$ cat src/rtl/dsc_pkg.sv
// Shared types for the dual-slope sequencer: FSM states, error codes and the
// bundle of asynchronous analog status lines brought in from analog_top.
package dsc_pkg;

   typedef enum logic [2:0] {
      S_IDLE,
      S_AZ,
      S_INT,
      S_DEINT,
      S_DONE
   } state_e;

   typedef logic [1:0] err_t;

   localparam err_t ERR_NONE = 2'd0;
   localparam err_t ERR_SAT  = 2'd1;
   localparam err_t ERR_TMO  = 2'd2;
   localparam err_t ERR_REF  = 2'd3;

   // Analog status lines, synchronised together as one vector
   typedef struct packed {
      logic comp;
      logic sat_hi;
      logic sat_lo;
      logic ref_ok;
   } afe_status_t;

   localparam int unsigned AFE_STATUS_W = $bits(afe_status_t);

endpackage

$ cat src/rtl/sync_nff.sv
// N-flop synchroniser for asynchronous level signals, reset value 0.
// Ports:
//   clk_i  in  1      destination clock
//   rst_i  in  1      synchronous reset, active-low
//   d_i    in  WIDTH  asynchronous inputs
//   q_o    out WIDTH  synchronised outputs (STAGES cycles of latency)
module sync_nff #(
   parameter int unsigned WIDTH  = 1,
   parameter int unsigned STAGES = 2
) (
   input  logic             clk_i,
   input  logic             rst_i,
   input  logic [WIDTH-1:0] d_i,
   output logic [WIDTH-1:0] q_o
);

   // Shift chain; newest sample in the low WIDTH bits
   logic [STAGES*WIDTH-1:0] chain_q;

   always_ff @(posedge clk_i) begin
      if (!rst_i) begin
         chain_q <= '0;
      end else begin
         chain_q <= {chain_q[(STAGES-1)*WIDTH-1:0], d_i};
      end
   end

   assign q_o = chain_q[STAGES*WIDTH-1 -: WIDTH];

endmodule

$ cat src/rtl/dual_slope_ctrl.sv
// Dual-slope voltmeter sequencer: auto-zero, fixed run-up integrate of vin,
// de-integrate against the opposite-polarity reference while counting, then
// present the signed magnitude over valid/ready.
// Ports:
//   clk_i, rst_i                  clock, synchronous active-low reset
//   start_i                       conversion request (IDLE only)
//   range_cfg_i, mode_cfg_i       configuration, latched on accepted start
//   afe_reset_o, afe_sel_o,       analog front-end controls
//   ref_sign_o, range_sel_o, mode_sel_o
//   comp_i, sat_hi_i, sat_lo_i,   asynchronous analog status
//   ref_ok_i
//   busy_o                        high outside IDLE
//   valid_o, ready_i              result handshake
//   result_o, sign_o, err_o       result payload
module dual_slope_ctrl
   import dsc_pkg::*;
#(
   parameter int unsigned CNT_W       = 16,
   parameter int unsigned N_AZ        = 256,
   parameter int unsigned N_INT       = 10000,
   parameter int unsigned N_MAX       = 20000,
   parameter int unsigned SYNC_STAGES = 2
) (
   input  logic             clk_i,
   input  logic             rst_i,
   input  logic             start_i,
   input  logic             range_cfg_i,
   input  logic             mode_cfg_i,
   output logic             afe_reset_o,
   output logic             afe_sel_o,
   output logic             ref_sign_o,
   output logic             range_sel_o,
   output logic             mode_sel_o,
   input  logic             comp_i,
   input  logic             sat_hi_i,
   input  logic             sat_lo_i,
   input  logic             ref_ok_i,
   output logic             busy_o,
   output logic             valid_o,
   input  logic             ready_i,
   output logic [CNT_W-1:0] result_o,
   output logic             sign_o,
   output logic [1:0]       err_o
);

   localparam logic [CNT_W-1:0] AZ_LAST   = CNT_W'(N_AZ - 1);
   localparam logic [CNT_W-1:0] INT_LAST  = CNT_W'(N_INT - 1);
   localparam logic [CNT_W-1:0] DEINT_MAX = CNT_W'(N_MAX);
   localparam logic [CNT_W-1:0] SYNC_LAT  = CNT_W'(SYNC_STAGES);
   localparam logic [CNT_W-1:0] CNT_ONE   = CNT_W'(1);

   afe_status_t      raw_st;
   afe_status_t      sync_st;
   logic             comp_s;
   logic             sat_s;
   logic             ref_ok_s;

   state_e           state;
   logic [CNT_W-1:0] cnt;
   logic             pol;

   // Bring the analog status lines into clk_i
   assign raw_st = '{comp: comp_i, sat_hi: sat_hi_i, sat_lo: sat_lo_i, ref_ok: ref_ok_i};

   sync_nff #(
      .WIDTH  (AFE_STATUS_W),
      .STAGES (SYNC_STAGES)
   ) u_sync (
      .clk_i (clk_i),
      .rst_i (rst_i),
      .d_i   (raw_st),
      .q_o   (sync_st)
   );

   assign comp_s   = sync_st.comp;
   assign sat_s    = sync_st.sat_hi | sync_st.sat_lo;
   assign ref_ok_s = sync_st.ref_ok;

   // Sequencer; every output is registered alongside the state
   always_ff @(posedge clk_i) begin
      if (!rst_i) begin
         state       <= S_IDLE;
         cnt         <= '0;
         pol         <= 1'b0;
         afe_reset_o <= 1'b1;
         afe_sel_o   <= 1'b0;
         ref_sign_o  <= 1'b0;
         range_sel_o <= 1'b0;
         mode_sel_o  <= 1'b0;
         busy_o      <= 1'b0;
         valid_o     <= 1'b0;
         result_o    <= '0;
         sign_o      <= 1'b0;
         err_o       <= ERR_NONE;
      end else begin
         unique case (state)
            S_IDLE: begin
               if (start_i) begin
                  busy_o <= 1'b1;
                  if (!ref_ok_s) begin
                     state    <= S_DONE;
                     valid_o  <= 1'b1;
                     result_o <= '0;
                     sign_o   <= 1'b0;
                     err_o    <= ERR_REF;
                  end else begin
                     state       <= S_AZ;
                     cnt         <= '0;
                     range_sel_o <= range_cfg_i;
                     mode_sel_o  <= mode_cfg_i;
                  end
               end
            end

            S_AZ: begin
               if (cnt == AZ_LAST) begin
                  state       <= S_INT;
                  cnt         <= '0;
                  afe_reset_o <= 1'b0;
                  afe_sel_o   <= 1'b0;
               end else begin
                  cnt <= cnt + CNT_ONE;
               end
            end

            S_INT: begin
               if (sat_s) begin
                  state       <= S_DONE;
                  valid_o     <= 1'b1;
                  result_o    <= '0;
                  sign_o      <= 1'b0;
                  err_o       <= ERR_SAT;
                  afe_reset_o <= 1'b1;
                  afe_sel_o   <= 1'b0;
                  ref_sign_o  <= 1'b0;
               end else if (cnt == INT_LAST) begin
                  // Reference polarity opposes the integrated vin.
                  // cnt restarts at 1 so it counts de-integrate cycles including the current one.
                  state      <= S_DEINT;
                  cnt        <= CNT_ONE;
                  pol        <= comp_s;
                  afe_sel_o  <= 1'b1;
                  ref_sign_o <= comp_s;
               end else begin
                  cnt <= cnt + CNT_ONE;
               end
            end

            S_DEINT: begin
               if (sat_s) begin
                  state       <= S_DONE;
                  valid_o     <= 1'b1;
                  result_o    <= '0;
                  sign_o      <= 1'b0;
                  err_o       <= ERR_SAT;
                  afe_reset_o <= 1'b1;
                  afe_sel_o   <= 1'b0;
                  ref_sign_o  <= 1'b0;
               end else if (comp_s != pol) begin
                  // Remove the synchroniser latency from the crossing count
                  state       <= S_DONE;
                  valid_o     <= 1'b1;
                  result_o    <= (cnt >= SYNC_LAT) ? (cnt - SYNC_LAT) : '0;
                  sign_o      <= ~pol;
                  err_o       <= ERR_NONE;
                  afe_reset_o <= 1'b1;
                  afe_sel_o   <= 1'b0;
                  ref_sign_o  <= 1'b0;
               end else if (cnt == DEINT_MAX) begin
                  state       <= S_DONE;
                  valid_o     <= 1'b1;
                  result_o    <= DEINT_MAX;
                  sign_o      <= ~pol;
                  err_o       <= ERR_TMO;
                  afe_reset_o <= 1'b1;
                  afe_sel_o   <= 1'b0;
                  ref_sign_o  <= 1'b0;
               end else begin
                  cnt <= cnt + CNT_ONE;
               end
            end

            S_DONE: begin
               // valid_o is always high here, so ready_i alone completes the transfer
               if (ready_i) begin
                  valid_o <= 1'b0;
                  if (mode_sel_o && (err_o == ERR_NONE)) begin
                     state <= S_AZ;
                     cnt   <= '0;
                  end else begin
                     state  <= S_IDLE;
                     busy_o <= 1'b0;
                  end
               end
            end

            default: begin
               state <= S_IDLE;
            end
         endcase
      end
   end

endmodule

$ cat config.mk
export PLATFORM = sky130hd
export DESIGN_NAME = dual_slope_ctrl
export DESIGN_NICKNAME = d
export VERILOG_FILES = /design/src/rtl/dsc_pkg.sv /design/src/rtl/sync_nff.sv /design/src/rtl/dual_slope_ctrl.sv
export SDC_FILE = /design/constraint.sdc
export NUM_CORES = 1
export LEC_CHECK = 0
export ABC_CLOCK_PERIOD_IN_PS = 2100
export CAP_MARGIN = 15
export CORE_MARGIN = 2
export CORE_UTILIZATION = 50
export DETAILED_ROUTE_END_ITERATION = 12
export HOLD_SLACK_MARGIN = 0.12
export PLACE_DENSITY = 0.79
export SLEW_MARGIN = 10
export SYNTH_ARGS = -nofsm -noshare
export SYNTH_HDL_FRONTEND = slang
export SYNTH_SLANG_ARGS = --single-unit
$ cat constraint.sdc
create_clock -name clk_i -period 2.1 [get_ports clk_i]
set_clock_uncertainty 0.15 [all_clocks]
set_input_delay 0.42 -clock clk_i [delete_from_list [all_inputs] [get_ports clk_i]]
set_output_delay 0.42 -clock clk_i [all_outputs]
set_load 0.02 [all_outputs]
## Word level (Yosys, flattened, before mapping)

Index checks and enable logic that the tools add are counted.

| cells by class | value |
|---|---|
| magnitude comparators | 1 |
| equal/unequal tests | 22 |
| mux-type cells | 67 |
| reduce and logical (&&, ||, !) cells | 19 |
| add/subtract/negate cells | 2 |
| bitwise operators | 3 |

Operators with widths:

| kind | count |
|---|---|
| two-way mux 16 bit | 17 |
| case mux 16 bit (5 select lines) | 1 |
| case mux 16 bit (3 select lines) | 1 |
| two-way mux 3 bit | 9 |
| two-way mux 1 bit | 25 |
| inequality test 2 bit, second input constant | 11 |
| adder 16 x 1 -> 16 bit, second input constant | 1 |
| equality test 16 x 14 -> 1 bit, second input constant | 1 |
| equality test 16 x 15 -> 1 bit, second input constant | 1 |
| equality test 16 x 8 -> 1 bit, second input constant | 1 |
| greater-or-equal comparator 16 x 2 -> 1 bit, second input constant | 1 |
| subtractor 16 x 2 -> 16 bit, second input constant | 1 |
| case mux 3 bit (5 select lines) | 1 |
| two-way mux 2 bit | 6 |
| AND reduction 4 bit | 3 |
| AND reduction 5 bit | 2 |
| case mux 1 bit (3 select lines) | 3 |
| AND reduction 3 bit | 3 |
| AND reduction 9 bit | 1 |
| equality test 3 x 2 -> 1 bit, second input constant | 2 |
| case mux 2 bit (3 select lines) | 1 |
| AND reduction 6 bit | 1 |
| nonzero test 3 bit | 2 |
| nonzero test 5 bit | 1 |
| other kinds (15) | 18 |

| storage, ports and cells | value |
|---|---|
| word-level logic and storage cells | 128 |
| output and inout bits | 26 |
| register bits after elaboration | 54 |

## Logic depth before layout (Yosys ltp)

Gate-level depths: netlist (run 1).

| depth | value |
|---|---|
| word-level depth | 5 |
| depth in mapped cells | 9 |

## Hierarchy

From an unflattened synthesis (run 1), not the netlist that was laid out.

| second synthesis, totals | value |
|---|---|
| cells, all modules | 328 |
| area, all modules | 2,785.2 um^2 |

By module, submodules not included:

| module | times used | cells each | area each (um^2) |
|---|---|---|---|
| dual_slope_ctrl | 1 | 308 | 2,544.9 |
| sync_nff | 1 | 20 | 240.2 |

## Least setup slack after synthesis (run 1)

Ideal clock, no wire load.

| timing | value |
|---|---|
| path type | reg-to-reg |
| start | register cnt[3] |
| end | register afe_reset_o |
| library setup time | 131 ps |
| clock period less this slack | 2,308 ps |
| cell stages (with the launch flop) | 8 |
| path slack | -208 ps |
| arrival | 2,027 ps |
| cell sequence | dfxtp_1 > buf_6 > or4_4 > nor4_4 > nor3_2 > or4_4 > o21ai_0 > o311ai_1 |

| between the ends | value |
|---|---|
| longest elaborated chain between the ends | 3 |
| elaborated cells between the ends (all ways) | 5 |
| classes of those cells | 4 x eq/ne; 1 x reduce/logical |

Ends and longest elaborated chain:

| what | RTL line | RTL |
|---|---|---|
| start, declared | dual_slope_ctrl.sv:59 | `logic [CNT_W-1:0] cnt;` |
| start signal, assigned | dual_slope_ctrl.sv:122 | `cnt <= cnt + CNT_ONE;` |
| start signal, assigned | dual_slope_ctrl.sv:145 | `cnt <= cnt + CNT_ONE;` |
| start signal, assigned | dual_slope_ctrl.sv:179 | `cnt <= cnt + CNT_ONE;` |
| equality test 16 x 15 -> 1 bit / equality test 16 x 8 -> 1 bit (equally long branches) | dual_slope_ctrl.sv:169, dual_slope_ctrl.sv:116 |  |
| inequality test 4 bit (no line) / inequality test 2 bit (equally long branches) | - |  |
| AND reduction 4 bit (no line) (*) | - |  |
| end signal, assigned | dual_slope_ctrl.sv:156 | `afe_reset_o <= 1'b1;` |
| end signal, assigned | dual_slope_ctrl.sv:166 | `afe_reset_o <= 1'b1;` |
| end signal, assigned | dual_slope_ctrl.sv:175 | `afe_reset_o <= 1'b1;` |
| end, declared | dual_slope_ctrl.sv:29 | `output logic afe_reset_o,` |

Every way passes the cells marked *; elsewhere a longest branch is shown, timed or not.
A chain may end at the register's enable or synchronous reset.

## Worst setup path in the final report (run 1)

| timing | value |
|---|---|
| start | register cnt[8] |
| end | register cnt[7] |

| between the ends | value |
|---|---|
| longest elaborated chain between the ends | 4 |
| elaborated cells between the ends (all ways) | 9 |
| classes of those cells | 4 x eq/ne; 4 x mux; 1 x reduce/logical |

Ends and longest elaborated chain:

| what | RTL line | RTL |
|---|---|---|
| equality test 16 x 14 -> 1 bit | dual_slope_ctrl.sv:136 | `end else if (cnt == INT_LAST) begin` |
| two-way mux 16 bit | dual_slope_ctrl.sv:136 |  |
| two-way mux 16 bit | dual_slope_ctrl.sv:127 | `if (sat_s) begin` |
| case mux 16 bit (5 select lines) | dual_slope_ctrl.sv:96 | `unique case (state)` |

Several ways; a longest one is shown, not always the timed one. The select of a mux whose other input is x is not followed.

==> impl_results.md, run 1 <==
- Switch share: 0.317
- Worst reg2reg path depth: 7
- Finished Layout Cells: 528
- Root Buffer: clkbuf_8
- First-pass GRT wire length: 15,200 µm
- Post-DP HPWL: 5820 µm
- Distinct cells, synth: 56
- Syn nets: 353
- Crit-path max FO: 7
- Cts bufs inserted: 5
- Die Height: 80.1 µm
- Reg clk slew, reported paths: 110 ps
- Final setup fails: 42
- Worst endpoint data arrival time: 2530 ps
- CTS Sinks: 54
- Initial core utilization: 0.523
- Final hold vios: 0
- #FFs+latches synth: 54
- FP Rows: 27
- Pin slew with the least headroom to its limit: 581 ps
- Crit path kind: flip-flop to flip-flop
- Placer Congestion: 0.931
- Initial DRT Pass Iterations: 5
- Hold Crit Start: u_sync.chain_q[2]$_SDFF_PN0_
- Clock power frac: 0.285
- Pin count of the biggest net entering global routing: 22
- Proportion of layout cells with a drive suffix above 1: 0.423
- Hold buffer count at CTS: 0
- Residual DRC count: 0
- Reg2reg start: cnt[8]$_SDFFE_PN0P_
- Sequential share of power: 0.468
- Period utilization: 1.17
- Max-slew violation count: 0
- Die X: 80.1 µm
- CTS max path bufs: 2
- I/O pin count: 36
- CP Capture Type: flip-flop
- Fin nets: 470
- Sequential cell area fraction in the yosys report: 0.373
- Placed cells: 494
- Hold-critical path endpoint: u_sync.chain_q[6]$_SDFF_PN0_
- CTS tree: done
- Routed Antenna Nets: 0
- Diode count: 0
- Dominant synthesized flop cell: dfxtp_1
- Syn Area/Cell: 8.58 µm²
- Internal: 1.58 mW
- YS warnings: 0
- Mapped cell area: 2900 µm²
- Die Area: 6420 µm²
- Fin crit period: 2460 ps
- EDFF count, synth: 0
- DR WL/cell: 22.3 µm
- CP cell instances: or3_4, nor4_2, a21boi_2, a21oi_4, clkbuf_16, nor2b_4, a22o_1
- Initial DRC count: 397
- Routed Wire Length: 11,800 µm
- Core ar.: 5540 µm²
- Initial antenna violation count: 0
- CP max stage cell: nor4_2
- Static leakage: 1.80 nW
- Vias in the first global route: 3,037
- Area grow syn2layout: 60.8%
- Fin util: 0.841
- VDD IR max: 365 µV
- Fraction of registers with async set/reset: 0
- Routed vias: 3,396
- Status: finished, violations left
- Max-cap violations: 0
- Number of buffers added on ports: 35
- P_sw: 0.733 mW
- Via/cell ratio: 6.43
- Pwr dens: 496 nW/µm²
- Syn Inst Count: 338
- RSZ-0062 raised after global routing: yes
- Crit start category: flip-flop
- R2R setup slack: -360 ps
- Combinational share of power: 0.247
- Endpoint of the worst register-to-register path: cnt[7]$_SDFFE_PN0P_
- H-tree Lvls: 2
- Violations in the final reports: negative setup slack
- Global router's overall resource usage: 0.307
- Worst path required time: 2170 ps
- Hold Crit Class: flip-flop to flip-flop
- Later-pin clock latency in the skew report: 330 ps
- Hold path cells: 1
- Setup ws final: -359 ps
- Fmax: 407 MHz
- CP peak stage delay: 470 ps
- Slew headroom: 0.612
- GRT overflow: 0
-- worst max path at each step --
stage / from / endpoint / slack, ps / depth (start not counted)
3_3_place_gp: start_i / result_o[4]$_SDFFE_PN0P_ / -290 / 7
2_1_floorplan: cnt[3]$_SDFFE_PN0P_ / afe_reset_o$_SDFFE_PN1P_ / -210 / 7
4_1_cts: cnt[3]$_SDFFE_PN0P_ / afe_sel_o$_SDFFE_PN0P_ / -250 / 6
6_report: cnt[8]$_SDFFE_PN0P_ / cnt[7]$_SDFFE_PN0P_ / -360 / 7
3_5_place_dp: start_i / result_o[7]$_SDFFE_PN0P_ / -360 / 7
5_1_grt: cnt[1]$_SDFFE_PN0P_ / cnt[15]$_SDFFE_PN0P_ / -400 / 9
-- worst max-delay path: cells and delay by family (launching register included) --
| kind | cells | cell delay (ps) |
|---|---|---|
| flip-flops | 1 | 340 |
| AND/OR/NAND/NOR | 3 | 920 |
| buffers and inverters | 1 | 220 |
| AO/OA/AOI/OAI | 3 | 720 |
-- timing repair --
item,CTS,global route
setup buffers,13,12
setup endpoints to repair,38,43
pin swaps,29,31
resized for setup,65,66
cloned,1,1
-- cell type report --
type | count | area (µm²)
tap | 72 | 90.1
fill | 259 | 878
sequential | 54 | 1090
timing repair buffer | 134 | 1230
multi-input combinational | 255 | 2140
clock buffer | 5 | 68.8
clock inverter | 3 | 26.3
inverter | 5 | 21.3
-- power groups by stage --
stage	clock (mW)	combinational, mW	sequential [mW]
final	0.659	0.571	1.08
after global routing	0.688	0.593	1.08
after CTS	0.632	0.442	1.08
after detailed placement	0	0.386	1.10
after global placement	0	0.376	1.10
after floorplan	0	0.195	1.11
-- Yosys cell counts (3+ instances only) --
cell	number	area (µm²)
a21boi_0	4	30.0
a21oi_1	6	30.0
a22o_1	5	43.8
a22oi_1	7	52.6
a2bb2oi_1	11	96.3
and2_1	17	106
buf_2	7	35.0
buf_4	3	22.5
clkbuf_1	11	41.3
dfxtp_1	54	1080
ha_1	5	62.6
inv_1	5	18.8
mux2i_1	5	50.1
nand2_1	44	165
nand2b_1	3	18.8
nand3_1	9	45.0
nand3b_1	3	22.5
nand4_1	6	37.5
nor2_1	23	86.3
nor2b_1	14	87.6
nor3_1	6	30.0
nor3b_1	4	30.0
nor4_1	6	37.5
o21ai_0	13	65.1
o31ai_1	17	128
or3_1	3	18.8
xor2_1	11	96.3
-- flip-flops by register name, indices dropped and copies added (netlist names) --
name,count
afe_reset_o,1
afe_sel_o,1
busy_o,1
cnt,16
err_o,2
mode_sel_o,1
pol,1
range_sel_o,1
ref_sign_o,1
result_o,16
sign_o,1
state,3
u_sync.chain_q,8
valid_o,1
-- per-layer routing --
layer,up-vias,part of all wire,global-route usage
met1,1599,0.39,0.385
met3,64,0.088,0.0506
met2,277,0.48,0.522
met4,0,0.043,0.120
li1,1456,-,-
met5,-,0,0
-- logic make-up after synthesis --
family,synth area share
AOI/OAI and AO/OA,0.204
xor gates and xnor gates,0.0393
adders and majority gates,0.0216
buffers and inverters,0.0496
DFF,0.373
muxes,0.0173
and+or+nand+nor,0.296
-- per-stage QoR --
stage               area [µm²]  total power [mW]  setup TNS, ps  worst slack [ps]  hold WS (ps)
floorplan                 2940              1.30          -1230              -208           262
global placement          3810              1.47          -9040              -292           265
detailed placement        3810              1.49         -11020              -355           271
CTS                       4240              2.15          -5710              -246           297
global route              4660              2.37         -12370              -402           332
finish                    4660              2.31          -9750              -359           300
-- cells in the final DEF, fill, tap and decap left out, types with 6 or more instances in the layout --
cell / netlist / routed
clkdlybuf4s50_1: 0 / 35
nand3_1: 9 / 6
and2_1: 17 / 15
nand2_2: 0 / 6
buf_6: 1 / 22
nor2_1: 23 / 20
dfxtp_1: 54 / 48
a22oi_2: 0 / 7
nor2b_1: 14 / 13
o21ai_1: 0 / 7
xor2_1: 11 / 8
o31ai_1: 17 / 14
a2bb2oi_2: 0 / 10
nand4_1: 6 / 6
buf_4: 3 / 73
nand2_1: 44 / 36
(Power assumes the default switching activity.)
==> run 2, diff against run 1 <==
--- a/config.mk
+++ b/config.mk
@@ -12,7 +12,6 @@
 export DETAILED_ROUTE_END_ITERATION = 12
 export HOLD_SLACK_MARGIN = 0.12
 export PLACE_DENSITY = 0.79
-export SLEW_MARGIN = 10
 export SYNTH_ARGS = -nofsm -noshare
 export SYNTH_HDL_FRONTEND = slang
 export SYNTH_SLANG_ARGS = --single-unit
==> results of run 2 <==
Same layout as run 1: the final DEF is identical, and so are final timing and power.
==> run 3, diff against run 2 <==
--- a/config.mk
+++ b/config.mk
@@ -12,6 +12,7 @@
 export DETAILED_ROUTE_END_ITERATION = 12
 export HOLD_SLACK_MARGIN = 0.12
 export PLACE_DENSITY = 0.79
+export SLEW_MARGIN = 20
 export SYNTH_ARGS = -nofsm -noshare
 export SYNTH_HDL_FRONTEND = slang
 export SYNTH_SLANG_ARGS = --single-unit
==> results of run 3 <==
Same layout as run 1: the final DEF is identical, and so are final timing and power.
==> RTL change (config.mk and constraints of run 1) <==
Change the parameter `CNT_W` from 16 to 32.
--- a/src/rtl/dual_slope_ctrl.sv
+++ b/src/rtl/dual_slope_ctrl.sv
@@ -16,5 +16,5 @@
    import dsc_pkg::*;
 #(
-   parameter int unsigned CNT_W       = 16,
+   parameter int unsigned CNT_W       = 32,
    parameter int unsigned N_AZ        = 256,
    parameter int unsigned N_INT       = 10000,
Ports: changed (resized result_o); port bits go from 36 to 52. The function was not compared with the original's and may differ.
==> RTL change against run 1 <==
The run still ends with setup timing left; routed wire length increased by 78%; total power increased to 3.4 times the old value; largest power group is now combinational logic; cell area increased by 72%; highest routed layer unchanged; cell count increased by 74%; area after synthesis increased by 70%; worst setup slack got worse by 0.26 ns; critical endpoint is now cnt[11]; sequential cell count increased by 32.
==> RTL change: results <==
export IMPL_ys_top_cells_by_area="dfxtp_1, nand2_1, a21oi_1, o2bb2ai_1, or4_1"
export IMPL_vdd_drop_max_mv=0.535
export IMPL_max_stage_delay_ns=0.41
export IMPL_finalNetCount=800
export IMPL_netlist_instances=579
export IMPL_slew_headroom_pct=47.8
export IMPL_place_area_sq_mm=0.00657
export IMPL_numPortBuffers=51
export IMPL_outcome="finished with violations"
export IMPL_avgViaCountPerCell=6.43
export IMPL_crit_path_max_fanout=12
export IMPL_vias=5926
export IMPL_grt_pass1_wl_um=27600
export IMPL_p_int_mw=4.65
export IMPL_synth_area_leader_cell="dfxtp_1"
export IMPL_dp_final_hpwl_um=11300
export IMPL_synthArstFlopShare_pct=0
export IMPL_synth_seq_area_share_pct=34.9
export IMPL_critPathArrivalTime_ns=2.84
export IMPL_setup_tns_final_ns=-29.38
export IMPL_violations="setup timing"
export IMPL_grt_max_degree=35
export IMPL_synth_cell_types=71
export IMPL_antenna_cells=0
export IMPL_first_pass_iters=7
export IMPL_wl_per_cell_um=22.8
export IMPL_dp_cells=859
export IMPL_clkTransAtPathRegs_ns=0.09
export IMPL_synth_fp_nets=594
export IMPL_dpl_worst_slack_ns=-0.526
export IMPL_cts_root_buf="clkbuf_8"
export IMPL_synth_common_cells="dfxtp_1, nand2_1, nor2_1, a21oi_1, nand3_1"
export IMPL_drt_iter0_drc=488
export IMPL_synth_warning_count=0
export IMPL_worstHoldPathType="flop to flop"
export IMPL_clk_path_buf_depth=2
export IMPL_clk_latency_ns=0.39
export IMPL_slowest_stage="dfxtp_1"
export IMPL_grt_util_all_layers_pct=33.5
export IMPL_fin_ws_ns=-0.616
export IMPL_grt_pass1_vias=5404
export IMPL_top_regs="cnt: 32 flops, result_o: 32 flops, u_sync.chain_q: 8 flops"
export IMPL_antenna_found_initial=0
export IMPL_final_hold_viol_count=0
export IMPL_drive_gt1_share_pct=44.8
export IMPL_gp_congestion=0.918
export IMPL_cts_buffers=9
export IMPL_leakage_nw=3.13
export IMPL_htree_levels=3
export IMPL_setup_violations=75
-- RTL change: power groups by stage --
stage | registers [mW] | clock network, mW | logic, mW
final | 1.80 | 1.35 | 4.64
after global routing | 1.81 | 1.39 | 4.76
after CTS | 1.79 | 1.30 | 3.77
after detailed placement | 1.83 | 0 | 2.79
after global placement | 1.82 | 0 | 2.73
after floorplan | 1.86 | 0 | 1.68
-- RTL change: repair_timing --
item | in CTS | in global routing
cloned | 8 | 5
endpoints found under the setup margin | 75 | 75
buffers inserted | 24 | 16
pin swaps | 30 | 55
gates resized for setup | 75 | 101
-- RTL change: path summary, 6_finish.rpt --
check | start | to | slack (ns) | cells after the start
worst max-delay path | cnt[11] | cnt[11] | -0.62 | 9
worst min-delay path | u_sync.chain_q[3] | u_sync.chain_q[7] | 0.28 | 1
worst max register to register | cnt[11] | cnt[11] | -0.62 | 9
worst min register to register | u_sync.chain_q[3] | u_sync.chain_q[7] | 0.28 | 1
-- RTL change: layout make-up --
class | count | area [sq um]
Multi-Input combinational cell | 428 | 3580
Timing Repair Buffer | 247 | 2290
Sequential cell | 86 | 1740
Fill cell | 511 | 1650
Tap cell | 133 | 166
Clock buffer | 10 | 138
Clock inverter | 4 | 72.6
Inverter | 13 | 48.8
-- RTL change: cell families after synthesis --
kind of cell	synth area share [%]
adder cells (fa/ha/maj)	1.27
buffers and inverters	7.87
flip-flops	34.9
AO/OA/AOI/OAI	21.7
AND/OR/NAND/NOR	28.4
XOR/XNOR	4.80
multiplexers	1.04
-- RTL change: layer usage --
metal	vias up	part of all wire, %	GRT usage (%)
li1	2554	-	-
met1	2820	37	42.1
met2	427	48	57.1
met3	125	8.7	6.38
met4	0	5.6	12.3
met5	-	0	0
